[config.mk]
export PLATFORM = sky130hd
export DESIGN_NAME = csi_slave_protocol_layer
export DESIGN_NICKNAME = d
export VERILOG_FILES = /design/src/rtl/csi_pkg.sv /design/src/rtl/csi_crc16.sv /design/src/rtl/csi_slave_protocol_layer.sv
export SDC_FILE = /design/constraint.sdc
export NUM_CORES = 1
export LEC_CHECK = 0
export CORE_UTILIZATION = 54
export DETAILED_ROUTE_END_ITERATION = 8
export HOLD_SLACK_MARGIN = 0.15
export PLACE_DENSITY = 0.8
export SLEW_MARGIN = 20
export SYNTH_ARGS = -nofsm -noshare
export SYNTH_HDL_FRONTEND = slang
export SYNTH_SLANG_ARGS = --single-unit
[constraint.sdc]
create_clock -name hs_clk -period 3.2 [get_ports hs_clk]
set_input_delay 0.64 -clock hs_clk [delete_from_list [all_inputs] [get_ports hs_clk]]
set_output_delay 0.64 -clock hs_clk [all_outputs]
set_load 0.05 [all_outputs]
[src/rtl/csi_pkg.sv]
// Shared types, constants and header-ECC helpers for the CSI-2 slave protocol layer.
package csi_pkg;

   typedef enum logic [2:0] {
      ST_IDLE,
      ST_HDR,
      ST_PAYLOAD,
      ST_CRC,
      ST_DISCARD
   } csi_state_e;

   // Data types 0x00-0x0F are short packets; everything above carries a payload.
   localparam logic [5:0]  DT_SHORT_MAX  = 6'h0F;

   // x^16+x^12+x^5+1 (0x1021) bit-reversed for LSB-first processing.
   localparam logic [15:0] CRC_POLY_REFL = 16'h8408;
   localparam logic [15:0] CRC_SEED      = 16'hFFFF;

   // Parity masks over {WC[15:0], DI[7:0]}; index k selects parity bit P[k].
   localparam logic [5:0][23:0] ECC_MASK = {
      24'hEFFC00,
      24'hDF03F0,
      24'hB8E38E,
      24'h749A6D,
      24'hF2555B,
      24'hF12CB7
   };

   function automatic logic [5:0] ecc_syndrome(input logic [23:0] data,
                                               input logic [5:0]  ecc);
      logic [5:0] par;
      for (int k = 0; k < 6; k++) par[k] = ^(data & ECC_MASK[k]);
      return par ^ ecc;
   endfunction

endpackage

[src/rtl/csi_crc16.sv]
// Byte-wide reflected CRC-16 accumulator; init has priority over enable.
module csi_crc16
   import csi_pkg::*;
(
   input  logic        clk_i,
   input  logic        rst_ni,
   input  logic        init_i,
   input  logic        en_i,
   input  logic [7:0]  byte_i,
   output logic [15:0] crc_o
);

   logic [15:0] crc_q, crc_d, nxt;

   always_comb begin
      nxt = crc_q ^ {8'h00, byte_i};
      for (int i = 0; i < 8; i++) nxt = nxt[0] ? ((nxt >> 1) ^ CRC_POLY_REFL) : (nxt >> 1);
      crc_d = crc_q;
      if (init_i)    crc_d = CRC_SEED;
      else if (en_i) crc_d = nxt;
   end

   always_ff @(posedge clk_i or negedge rst_ni) begin
      if (!rst_ni) crc_q <= CRC_SEED;
      else         crc_q <= crc_d;
   end

   assign crc_o = crc_q;

endmodule

[src/rtl/csi_slave_protocol_layer.sv]
// CSI-2 packet parser: header ECC decode, payload forwarding, CRC check, truncation handling.
module csi_slave_protocol_layer
   import csi_pkg::*;
(
   input  logic        hs_clk,
   input  logic        rst_n,
   input  logic        rx_active_hs,
   input  logic        rx_sync_hs,
   input  logic        rx_valid_hs,
   input  logic [7:0]  rx_byte_hs,
   output logic        hdr_valid,
   output logic [7:0]  hdr_di,
   output logic [15:0] hdr_wc,
   output logic        ecc_corr,
   output logic        ecc_err,
   output logic        data_valid,
   output logic [7:0]  data_byte,
   output logic        data_last,
   output logic        crc_err,
   output logic        pkt_done,
   output logic        trunc_err
);

   csi_state_e  state_q, state_d;
   logic [1:0]  cnt_q, cnt_d;
   logic [15:0] wc_cnt_q, wc_cnt_d;
   logic [7:0]  di_q, di_d, wcl_q, wcl_d, wch_q, wch_d, crc_lo_q, crc_lo_d;
   logic        hdr_valid_q, hdr_valid_d, ecc_corr_q, ecc_corr_d, ecc_err_q, ecc_err_d;
   logic [7:0]  hdr_di_q, hdr_di_d, data_byte_q, data_byte_d;
   logic [15:0] hdr_wc_q, hdr_wc_d;
   logic        data_valid_q, data_valid_d, data_last_q, data_last_d;
   logic        crc_err_q, crc_err_d, pkt_done_q, pkt_done_d, trunc_err_q, trunc_err_d;

   logic        crc_init, crc_en, in_pkt, syn_hit;
   logic [15:0] crc_val;
   logic [23:0] hdr_raw, hdr_fix;
   logic [5:0]  syn, col;

   csi_crc16 u_crc (
      .clk_i  (hs_clk),
      .rst_ni (rst_n),
      .init_i (crc_init),
      .en_i   (crc_en),
      .byte_i (rx_byte_hs),
      .crc_o  (crc_val)
   );

   // Header decode runs on the ECC byte as it arrives; the three earlier bytes are already held.
   always_comb begin
      hdr_raw = {wch_q, wcl_q, di_q};
      syn     = ecc_syndrome(hdr_raw, rx_byte_hs[5:0]);
      hdr_fix = hdr_raw;
      col     = '0;
      syn_hit = (syn != 6'd0) && ((syn & (syn - 6'd1)) == 6'd0);
      for (int i = 0; i < 24; i++) begin
         for (int k = 0; k < 6; k++) col[k] = ECC_MASK[k][i];
         if (syn == col) begin
            hdr_fix[i] = ~hdr_raw[i];
            syn_hit    = 1'b1;
         end
      end
   end

   assign in_pkt = ((state_q == ST_HDR) && (cnt_q != 2'd0)) ||
                   (state_q == ST_PAYLOAD) || (state_q == ST_CRC);

   always_comb begin
      state_d      = state_q;
      cnt_d        = cnt_q;
      wc_cnt_d     = wc_cnt_q;
      di_d         = di_q;
      wcl_d        = wcl_q;
      wch_d        = wch_q;
      crc_lo_d     = crc_lo_q;
      hdr_di_d     = hdr_di_q;
      hdr_wc_d     = hdr_wc_q;
      data_byte_d  = data_byte_q;
      hdr_valid_d  = 1'b0;
      ecc_corr_d   = 1'b0;
      ecc_err_d    = 1'b0;
      data_valid_d = 1'b0;
      data_last_d  = 1'b0;
      crc_err_d    = 1'b0;
      pkt_done_d   = 1'b0;
      trunc_err_d  = 1'b0;
      crc_init     = 1'b0;
      crc_en       = 1'b0;

      if ((state_q != ST_IDLE) && !rx_active_hs) begin
         state_d     = ST_IDLE;
         cnt_d       = 2'd0;
         trunc_err_d = in_pkt;
      end else if (rx_sync_hs) begin
         state_d     = ST_HDR;
         cnt_d       = 2'd0;
         trunc_err_d = in_pkt;
      end else if (rx_valid_hs) begin
         case (state_q)
            ST_HDR: begin
               cnt_d = cnt_q + 2'd1;
               case (cnt_q)
                  2'd0: di_d  = rx_byte_hs;
                  2'd1: wcl_d = rx_byte_hs;
                  2'd2: wch_d = rx_byte_hs;
                  default: begin
                     if ((syn == 6'd0) || syn_hit) begin
                        hdr_valid_d = 1'b1;
                        ecc_corr_d  = (syn != 6'd0);
                        hdr_di_d    = hdr_fix[7:0];
                        hdr_wc_d    = hdr_fix[23:8];
                        if (hdr_fix[5:0] <= DT_SHORT_MAX) begin
                           pkt_done_d = 1'b1;
                        end else begin
                           crc_init = 1'b1;
                           wc_cnt_d = hdr_fix[23:8];
                           state_d  = (hdr_fix[23:8] == 16'd0) ? ST_CRC : ST_PAYLOAD;
                        end
                     end else begin
                        ecc_err_d = 1'b1;
                        state_d   = ST_DISCARD;
                     end
                  end
               endcase
            end
            ST_PAYLOAD: begin
               data_valid_d = 1'b1;
               data_byte_d  = rx_byte_hs;
               data_last_d  = (wc_cnt_q == 16'd1);
               crc_en       = 1'b1;
               wc_cnt_d     = wc_cnt_q - 16'd1;
               if (wc_cnt_q == 16'd1) state_d = ST_CRC;
            end
            ST_CRC: begin
               if (cnt_q == 2'd0) begin
                  crc_lo_d = rx_byte_hs;
                  cnt_d    = 2'd1;
               end else begin
                  pkt_done_d = 1'b1;
                  crc_err_d  = ({rx_byte_hs, crc_lo_q} != crc_val);
                  cnt_d      = 2'd0;
                  state_d    = ST_HDR;
               end
            end
            default: ;
         endcase
      end
   end

   always_ff @(posedge hs_clk or negedge rst_n) begin
      if (!rst_n) begin
         state_q      <= ST_IDLE;
         cnt_q        <= 2'd0;
         wc_cnt_q     <= 16'd0;
         di_q         <= 8'd0;
         wcl_q        <= 8'd0;
         wch_q        <= 8'd0;
         crc_lo_q     <= 8'd0;
         hdr_valid_q  <= 1'b0;
         hdr_di_q     <= 8'd0;
         hdr_wc_q     <= 16'd0;
         ecc_corr_q   <= 1'b0;
         ecc_err_q    <= 1'b0;
         data_valid_q <= 1'b0;
         data_byte_q  <= 8'd0;
         data_last_q  <= 1'b0;
         crc_err_q    <= 1'b0;
         pkt_done_q   <= 1'b0;
         trunc_err_q  <= 1'b0;
      end else begin
         state_q      <= state_d;
         cnt_q        <= cnt_d;
         wc_cnt_q     <= wc_cnt_d;
         di_q         <= di_d;
         wcl_q        <= wcl_d;
         wch_q        <= wch_d;
         crc_lo_q     <= crc_lo_d;
         hdr_valid_q  <= hdr_valid_d;
         hdr_di_q     <= hdr_di_d;
         hdr_wc_q     <= hdr_wc_d;
         ecc_corr_q   <= ecc_corr_d;
         ecc_err_q    <= ecc_err_d;
         data_valid_q <= data_valid_d;
         data_byte_q  <= data_byte_d;
         data_last_q  <= data_last_d;
         crc_err_q    <= crc_err_d;
         pkt_done_q   <= pkt_done_d;
         trunc_err_q  <= trunc_err_d;
      end
   end

   assign hdr_valid  = hdr_valid_q;
   assign hdr_di     = hdr_di_q;
   assign hdr_wc     = hdr_wc_q;
   assign ecc_corr   = ecc_corr_q;
   assign ecc_err    = ecc_err_q;
   assign data_valid = data_valid_q;
   assign data_byte  = data_byte_q;
   assign data_last  = data_last_q;
   assign crc_err    = crc_err_q;
   assign pkt_done   = pkt_done_q;
   assign trunc_err  = trunc_err_q;

endmodule
==> flow_summary_export.csv <==
group,metric,value,unit
route,drc,0,
worst_setup_path,critPathKind,"reg -> reg",
layout,area_delta_synth_final,43.53,%
timing,fmax,0.2667,GHz
yosys,ys_seq_area_frac,0.3977,
clocking,holdBufCountCts,0,
clocking,h-tree-depth,3,
route,drtIter0Drc,796,
layout,antennaDiodeCount,0,
timing,hold_viol,0,
timing,finalSetupViolCount,63,
clocking,clockBufferDepth,2,
die,fp-row-count,40,
clocking,cts_tree,"built",
global_routing,antenna_found_initial,0,
die,start_util,0.5635,
die,core,12260,um^2
job,maxCapViolCount,0,
die,dieArea,13250,um^2
die,io_pins,53,
worst_setup_path,crit_buf_inv,5,
yosys,synthesis.nets,714,
timing,min_period,3.750,ns
worst_setup_path,crit_arrival,4.05,ns
timing,slew_violations,0,
place,place_area,8578,um^2
route,routedWlPerCell,22.55,um
timing,relSlewSlack,0.4828,
global_routing,grt_max_degree,47,
yosys,ys_warn_count,0,
worst_setup_path,worstPathRequired,3.50,ns
place,gp_congestion,0.9700,
clocking,numCtsBuffers,9,
layout,nets,906,
timing,finClkSkew,0.009912,ns
timing,fin_crit_sh,1.172,
route,vias,6583,
worst_setup_path,startpoint_type,"flop",
worst_setup_path,max_stage_delay,0.56,ns
place,dp_hpwl,15140,um
clocking,cts-root-buf,"clkbuf_16",
outcome,violations,"negative setup slack",
clocking,clk_latency,0.36,ns
worst_setup_path,crit_path_top_delay_cell,"xnor3_2",
place,port_buffers,52,
timing,worst_pin_slew,0.7687,ns
global_routing,grt_pass1_wl,35240,um
min_path,hold_path.class,"in -> async",
route,first_pass_iters,6,
die,fp.dieH,115.1,um
yosys,ys.flop_type,"dfrtp_1",
yosys,synth_top_cell_area_share,0.3368,
layout,final_area,9917,um^2
layout,fin_cells,1060,
yosys,async_flop_share,1.000,
worst_setup_path,path_cells,"xnor2_2, xnor3_2, buf_12, buf_4, xnor2_2, o21ai_1, mux2i_1, nand3b_1, nand4b_1, nor4_4, buf_4, a21oi_4, buf_12, a21oi_4, buf_6, o22a_1",
die,chipWidth,115.1,um
global_routing,grt_pass1_vias,6586,
yosys,ys_ff_latch,109,
layout,drive_above_1_share,0.4103,
clocking,clock-sinks,109,
route,via_per_inst,6.210,
route,wl,23910,um
yosys,syn_area,6909,um^2
yosys,postSynthCellCount,695,
yosys,avgSynthCellArea,9.941,um^2
worst_setup_path,crit_fanout,8,
yosys,yosys-top-cells-area,"dfrtp_1 34%, xnor2_1 9.0%, dfstp_2 6.1%",
outcome,run_status,"finished, violations left",
worst_setup_path,end_kind,"flop",
timing,worst_slack,-0.5498,ns
yosys,synth-edff-count,0,
yosys,yosysTopAreaCell,"dfrtp_1",
yosys,synth_cell_types,67,
clocking,cts.clk_slew.worst_paths,0.08,ns
global_routing,grt-ovfl-total,0,
timing,rsz0062_at_grt,"true",
worst_setup_path,cp_top_family,"XOR/XNOR gates",
global_routing,grtUsageTotal,0.3549,
route,ant_nets,0,
place,place_inst,1012,
timing,fin_setup_tns,-26.35,ns
-- synth_stat cells (3+ instances only) --
cell,count
a211oi_1,5
a21oi_1,32
a21oi_2,3
a221oi_1,7
a31oi_1,8
a32oi_1,3
and2_1,8
and3_1,4
buf_2,10
buf_4,6
clkbuf_1,18
dfrtp_1,93
dfstp_2,16
ha_1,6
inv_1,10
mux2_1,8
mux2_2,35
mux2_4,8
mux4_2,3
nand2_1,77
nand2b_1,7
nand3_1,38
nand3b_1,3
nand4_1,10
nor2_1,48
nor2b_1,4
nor3_1,14
nor4_1,8
o211ai_1,16
o21ai_0,12
o21ai_1,3
o22a_1,9
or3_1,6
xnor2_1,71
xnor2_2,3
xnor3_1,5
xor2_1,40
-- stage by stage --
stage / hold WS (ns) / utilization / setup slack [ns]
2_1_floorplan: 0.3444 / - / -0.2424
3_3_place_gp: 0.4621 / 0.6996 / -0.8434
3_5_place_dp: 0.4700 / 0.6996 / -0.9483
4_1_cts: 0.3028 / 0.7780 / -0.4728
5_1_grt: 0.3291 / 0.8088 / -0.6453
6_report: 0.2912 / 0.8088 / -0.5498
-- layout make-up --
cell class	instances	area [um^2]
clock buffer	10	229.0
clock inverter	6	76.32
fill	685	2345
inverter	10	37.54
multi-input combinational	540	4661
sequential	109	2753
tap	168	210.2
timing repair buffer	217	1951
-- path summary, 6_finish.rpt --
path	from	endpoint	slack (ns)	cells past startpoint
min in group hs_clk	data_byte[6]$_DFFE_PN0P_	data_byte[6]$_DFFE_PN0P_	0.50	2
max	di_q[5]$_DFFE_PN0P_	wc_cnt_q[14]$_DFFE_PN0P_	-0.55	16
max in group asynchronous	rst_n	u_crc.crc_o[10]$_DFFE_PN1P_	2.11	2
max reg2reg	di_q[5]$_DFFE_PN0P_	wc_cnt_q[14]$_DFFE_PN0P_	-0.55	16
min	rst_n	wc_cnt_q[6]$_DFFE_PN0P_	0.29	1
min reg2reg	data_byte[6]$_DFFE_PN0P_	data_byte[6]$_DFFE_PN0P_	0.50	2
-- cells by family after synthesis --
| logic type | Yosys count | share of synthesized area |
|---|---|---|
| adder cells (fa/ha/maj) | 6 | 0.01087 |
| AO/OA/AOI/OAI | 120 | 0.1203 |
| flip-flops | 109 | 0.3977 |
| AND/OR/NAND/NOR | 235 | 0.1632 |
| multiplexers | 56 | 0.1001 |
| XOR/XNOR | 122 | 0.1749 |
| buffers and inverters | 47 | 0.03296 |
-- layer usage --
metal / wire [um] / track usage / vias up / share of wire
met3: 1987 / 0.07433 / 130 / 0.083
met2: 11510 / 0.5952 / 401 / 0.48
met5: 0 / 0 / - / 0
li1: - / - / 2854 / -
met1: 8871 / 0.4265 / 3198 / 0.37
met4: 1537 / 0.2000 / 0 / 0.064
-- state kept, by name, summed over array words and instances (netlist names) --
signal / cells
wc_cnt_q: 16
ecc_corr: 1
hdr_valid: 1
hdr_di: 8
trunc_err: 1
di_q: 8
data_byte: 8
hdr_wc: 16
wcl_q: 8
cnt_q: 2
data_last: 1
crc_err: 1
ecc_err: 1
state_q: 3
pkt_done: 1
data_valid: 1
u_crc.crc_o: 16
wch_q: 8
crc_lo_q: 8
-- cell usage in the layout, fill, tap and decap left out, drive strengths merged, types with 35 or more instances in the layout --
master,synthesis,final
xnor2,75,76
nand2,77,77
xor2,40,40
nand3,38,38
mux2,51,51
a21oi,35,35
nor2,48,48
buf,18,166
clkdlybuf4s50,0,46
dfrtp,93,93
-- what timing repair did --
item                                    in CTS  in global routing
gates cloned                                 5                  0
pin swaps                                   40                 36
resized for setup                          100                 65
buffers inserted                            11                 22
endpoints found under the setup margin      63                 63
Power is left out: the tool's default activity adds up to more than one toggle a clock period on the data nets, which glitch-free logic cannot reach.
